## config.mk

```make
export PLATFORM = sky130hd
export DESIGN_NAME = video_sync_pattern
export DESIGN_NICKNAME = d
export VERILOG_FILES = /design/src/rtl/video_sync_pattern.sv
export SDC_FILE = /design/constraint.sdc
export NUM_CORES = 1
export LEC_CHECK = 0
export BUFFER_PORTS_ARGS = -buffer_cell sky130_fd_sc_hd__buf_2
export CAP_MARGIN = 20
export CORE_MARGIN = 4
export CORE_UTILIZATION = 57
export CTS_CLUSTER_DIAMETER = 80
export DETAILED_ROUTE_END_ITERATION = 8
export PLACE_DENSITY_LB_ADDON = 0.3
export SYNTH_ARGS = -nofsm -noshare
export SYNTH_HDL_FRONTEND = slang
export SYNTH_SLANG_ARGS = --single-unit
export TNS_END_PERCENT = 100
```

## constraint.sdc

```tcl
create_clock -name clk -period 5.3 [get_ports clk]
set_clock_uncertainty 0.1 [all_clocks]
set_input_delay 0.53 -clock clk [delete_from_list [all_inputs] [get_ports clk]]
set_output_delay 0.53 -clock clk [all_outputs]
set_load 0.05 [all_outputs]
```

## src/rtl/video_sync_pattern.sv

```systemverilog
// video_sync_pattern: hcnt/vcnt -> 2-stage registered hsync/vsync/de, x/y, frame_start and 24-bit test pattern r/g/b (mode: 0 bars, 1 ramp, 2 checker, 3 solid_rgb).
module video_sync_pattern #(
  parameter int   sync_h   = 44,
  parameter int   bp_h     = 148,
  parameter int   active_h = 1920,
  parameter int   total_h  = 2200,
  parameter int   sync_v   = 5,
  parameter int   bp_v     = 36,
  parameter int   active_v = 1080,
  parameter int   total_v  = 1125,
  parameter logic sync_pol = 1'b1
) (
  input  logic        clk,
  input  logic        reset,
  input  logic [11:0] hcnt,
  input  logic [10:0] vcnt,
  input  logic [1:0]  mode,
  input  logic [23:0] solid_rgb,
  output logic        hsync,
  output logic        vsync,
  output logic        de,
  output logic [10:0] x,
  output logic [10:0] y,
  output logic [7:0]  r,
  output logic [7:0]  g,
  output logic [7:0]  b,
  output logic        frame_start
);
  localparam logic [11:0] hs_end = 12'(sync_h);
  localparam logic [11:0] ha_beg = 12'(sync_h + bp_h);
  localparam logic [11:0] ha_end = 12'(sync_h + bp_h + active_h);
  localparam logic [11:0] h_tot  = 12'(total_h);
  localparam logic [10:0] vs_end = 11'(sync_v);
  localparam logic [10:0] va_beg = 11'(sync_v + bp_v);
  localparam logic [10:0] va_end = 11'(sync_v + bp_v + active_v);
  localparam logic [10:0] v_tot  = 11'(total_v);
  localparam int          bar_w  = active_h / 8;
  logic        in_range, hs1_d, hs1_q, vs1_d, vs1_q, de1_d, de1_q, fs1_d, fs1_q;
  logic [10:0] x1_d, x1_q, y1_d, y1_q;
  logic [1:0]  mode_d, mode_q;
  logic [23:0] solid_d, solid_q;
  logic        hsync_d, hsync_q, vsync_d, vsync_q, de_d, de_q, fs_d, fs_q;
  logic [10:0] x_d, x_q, y_d, y_q;
  logic [23:0] rgb_d, rgb_q, bar_rgb, pat;
  logic [2:0]  bar;
  always_comb begin
    in_range = hcnt < h_tot && vcnt < v_tot;
    hs1_d    = in_range && hcnt < hs_end;
    vs1_d    = in_range && vcnt < vs_end;
    de1_d    = in_range && hcnt >= ha_beg && hcnt < ha_end && vcnt >= va_beg && vcnt < va_end;
    x1_d     = de1_d ? 11'(hcnt - ha_beg) : '0;
    y1_d     = de1_d ? vcnt - va_beg : '0;
    fs1_d    = hcnt == '0 && vcnt == '0;
    mode_d   = fs1_d ? mode : mode_q;
    solid_d  = fs1_d ? solid_rgb : solid_q;
  end
  // bar index = number of bar boundaries at or left of x; bar colours follow
  // R=~idx[1], G=~idx[2], B=~idx[0] for the standard white..black order
  always_comb begin
    bar = '0;
    for (int k = 1; k < 8; k++) bar = bar + {2'b0, x1_q >= 11'(k * bar_w)};
    bar_rgb = {{8{~bar[1]}}, {8{~bar[2]}}, {8{~bar[0]}}};
    pat     = mode_q == 2'd0 ? bar_rgb :
              mode_q == 2'd1 ? {3{x1_q[10:3]}} :
              mode_q == 2'd2 ? {24{x1_q[6] ^ y1_q[6]}} : solid_q;
    hsync_d = hs1_q ? sync_pol : ~sync_pol;
    vsync_d = vs1_q ? sync_pol : ~sync_pol;
    de_d    = de1_q;
    x_d     = x1_q;
    y_d     = y1_q;
    rgb_d   = de1_q ? pat : '0;
    fs_d    = fs1_q;
  end
  always_ff @(posedge clk) begin
    if (reset) begin
      hs1_q   <= 1'b0;
      vs1_q   <= 1'b0;
      de1_q   <= 1'b0;
      fs1_q   <= 1'b0;
      x1_q    <= '0;
      y1_q    <= '0;
      mode_q  <= '0;
      solid_q <= '0;
      hsync_q <= ~sync_pol;
      vsync_q <= ~sync_pol;
      de_q    <= 1'b0;
      x_q     <= '0;
      y_q     <= '0;
      rgb_q   <= '0;
      fs_q    <= 1'b0;
    end else begin
      hs1_q   <= hs1_d;
      vs1_q   <= vs1_d;
      de1_q   <= de1_d;
      fs1_q   <= fs1_d;
      x1_q    <= x1_d;
      y1_q    <= y1_d;
      mode_q  <= mode_d;
      solid_q <= solid_d;
      hsync_q <= hsync_d;
      vsync_q <= vsync_d;
      de_q    <= de_d;
      x_q     <= x_d;
      y_q     <= y_d;
      rgb_q   <= rgb_d;
      fs_q    <= fs_d;
    end
  end
  assign hsync       = hsync_q;
  assign vsync       = vsync_q;
  assign de          = de_q;
  assign x           = x_q;
  assign y           = y_q;
  assign r           = rgb_q[23:16];
  assign g           = rgb_q[15:8];
  assign b           = rgb_q[7:0];
  assign frame_start = fs_q;
endmodule

```

==> run summary <==
0 antenna diodes ended up in the layout. The combined flip-flop and latch cell area is 2040 sq um. Dividing the final minimum period by the clock period gives 0.657. Across all layers, the routed design uses 3,686 vias. The post-detailed-route via-to-cell ratio came out at 5.82. The data required time at the worst endpoint came out at 5.48 ns. At the end of the flow the core is filled with cells to 0.684.

The max-cap check violation count is 0. When the netlist entered floorplanning its net count stood at 513. The number of placement rows is 31. The largest vdd supply drop came out at 0.000184 V. The number of max-slew violations in the final report came out at 0. The CTS sink count came out at 102.

The tightest min-delay check is of the in -> reg type. The final critical path time including I/O delays and setup came out at 3.48 ns. The number of fillers in the final layout is 611. For this configuration, the core starts out at a cell density of 0.585. The cell area after synthesis came out at 4240 sq um. Setup violations remaining at the end of the flow were counted as 0. The mean instance size in the synthesized netlist came out at 9.38 sq um.

The cell repeated most along the worst path is fa_1. In the final layout, the share of cells above drive strength 1 is 0.247. The worst path buffer plus inverter count is 1. For this design the ratio of total power to cell area is 274 nW/um^2. The wire length of the first global-routing pass is 16.1 mm. The number of top-level design ports came out at 101. The wire length per cell came out at 16.1 um. The achievable clock frequency is 287 MHz. The final hold violation count came out at 0. The register clock-pin slew on the reported worst setup and hold paths came out at 0.09 ns. The total congestion overflow is 0. Setup repair after global routing left no endpoint under its margin. For this run, the number of Yosys warnings is 0. From bottom edge to top edge, the die measures 94.3 um.

After the last flow step, the layout net total stands at 591. The sequential-to-total area share from yosys stat came out at 0.482. The signal on the critical path passes through nor2_1 -> nand3b_1 -> fa_1 -> inv_1 -> fa_1 -> fa_1 -> fa_1 -> nor3_1 -> nor2_1 -> a21boi_0.

After routing, the total negative slack on setup checks comes to 0 ns. In the routed design, unresolved DRC markers number 0. The total wirelength of the detailed-routed design came out at 10.2 mm. Among all flip-flop cells after synthesis, the most frequent one is dfxtp_1. The die outline area is 8880 sq um. The violation count after the first detailed-routing iteration is 236. The leakage component of the power is 2.01 nW.

The area of the multi-input gates is 1990 sq um. In the layout the commonest cells are dfxtp_1 (102), buf_2 (100), a21oi_1 (50), nand2_1 (29). The remaining max-slew budget at the tightest pin is 0.320.

The synthesized design contains 0 enable-type register cells. For the worst-skew pair, the clock arrives at the later sink with an insertion delay of 0.37 ns. The slew of the pin with the lowest slew margin is 1.02 ns. Buffers inserted during clock tree synthesis total 9. The via count of the first global-routing pass was 3,200.

The number of hold buffers added after CTS is 0. The die span in x came out at 94.3 um. The largest single stage delay on the critical path is 0.54 ns. The post-route antenna net violation count is 0. The global placement routability congestion is 0.872. The largest individual stage delay along the critical path comes from the cell fa_1.

The clock passes through at most 2 buffers. The number of buffers inserted to repair setup after CTS came out at 0. The number of H-tree branching levels came out at 3. The tree is rooted in a clkbuf_8. The number of antenna violations at the first check in global routing is 0.

The total half-perimeter wirelength after legalization and detailed placement is 7.38 mm. For the worst setup path, the data arrival time is 3.66 ns. The critical setup path kind is reg -> reg.

The most common library cell in the layout ignoring fill and taps is dfxtp_1. The async set-or-reset flop fraction in the synthesized netlist is 0. The core box area came out at 7250 sq um. The type of destination of the critical path is a flip-flop. The synthesized netlist contains 45 unique library cells. The post-cts resize count is 0.

On the critical path the largest part of the delay comes from adder cells. The relative area change from synthesis to final layout is 17.0%. The run finished with clean final reports.

TritonCTS built the clock tree. The number of synthesized register bits is 102. The first TritonRoute pass finished after 5 iterations. The number of cells produced by synthesis is 452.

The top fanout value on the critical path came out at 8. The startpoint class of the critical path is a flip-flop. The count of buffers from port buffering is 100. The pin count of the biggest net entering global routing is 55. The combined global-route utilization of all metal layers is 0.235.
through the flow:
step	setup WS, ns	power [mW]	hold slack [ns]	instances	cell area [sq um]
CTS	1.82	1.37	0.290	632	4950
finish	1.82	1.36	0.300	633	4960
floorplan	2.02	0.855	0.314	452	4240
global placement	1.98	0.893	0.317	616	4740
detailed placement	1.84	0.895	0.324	617	4750
global route	1.55	1.41	0.293	633	4960
worst paths after layout:
kind                            cells past startpoint  startpoint  slack [ns]        end
worst max-delay path                               10     x1_q[9]        1.82  rgb_q[19]
worst min-delay path                                2     hcnt[5]        0.30      hs1_q
worst max register to register                     10     x1_q[9]        1.82  rgb_q[19]
worst min register to register                      1     y1_q[2]        0.34       y[2]
where the power goes:
group	total (mW)	switching (mW)	internal, mW
Combinational	0.104	0.0667	0.0374
Sequential	0.775	0.00287	0.772
Clock	0.482	0.253	0.229
Total	1.36	0.322	1.04
cell families after synthesis:
family,count (synthesis),share of synthesized area
simple gates,155,0.217
xor+xnor,12,0.0248
buf+inv,50,0.0534
flops,102,0.482
fa+ha+maj,10,0.0366
compound gates,123,0.186
metal layers:
layer / track usage / share of wire
met1: 0.345 / 0.47
met5: 0 / 0
met2: 0.345 / 0.44
met4: 0.0806 / 0.018
met3: 0.0417 / 0.065
final cells by class:
class	count	share of cell area
Clock inverter	5	0.0121
Timing Repair Buffer	109	0.117
Sequential cell	102	0.411
Multi-Input combinational cell	300	0.401
Tap cell	99	0.0250
Inverter	8	0.00605
Clock buffer	10	0.0277
Yosys cell counts, types with 3 or more instances:
cell,count,share of area
nor4_1,19,0.028
o31ai_1,28,0.050
nand4_1,28,0.041
xnor2_1,5,0.010
nor4b_1,6,0.012
inv_1,8,0.0071
o21a_1,14,0.025
a31oi_1,10,0.015
buf_2,13,0.015
and2_1,3,0.0044
fa_1,4,0.019
nor2_1,13,0.012
clkbuf_1,26,0.023
o21ai_0,6,0.0071
nor2b_1,28,0.041
buf_6,3,0.0080
nor3_1,7,0.0083
or4_1,3,0.0053
xor2_1,7,0.014
ha_1,6,0.018
nand2b_1,5,0.0074
nand2_1,29,0.026
dfxtp_1,102,0.48
a21oi_1,50,0.059
worst register-to-register path, stage by stage, from the launching register on:
cell      delay [ns]
dfxtp_1         0.39
nor2_1          0.17
nand3b_1        0.12
fa_1            0.54
inv_1           0.05
fa_1            0.50
fa_1            0.45
fa_1            0.51
nor3_1          0.05
nor2_1          0.28
a21boi_0        0.25
registers in the layout, summed over array words and instances (netlist names):
name         count
de               1
de1_q            1
frame_start      1
fs1_q            1
hs1_q            1
hsync            1
mode_q           2
rgb_q           24
solid_q         24
vs1_q            1
vsync            1
x               11
x1_q            11
y               11
y1_q            11
No activity file was read; power rests on OpenSTA's default activity.
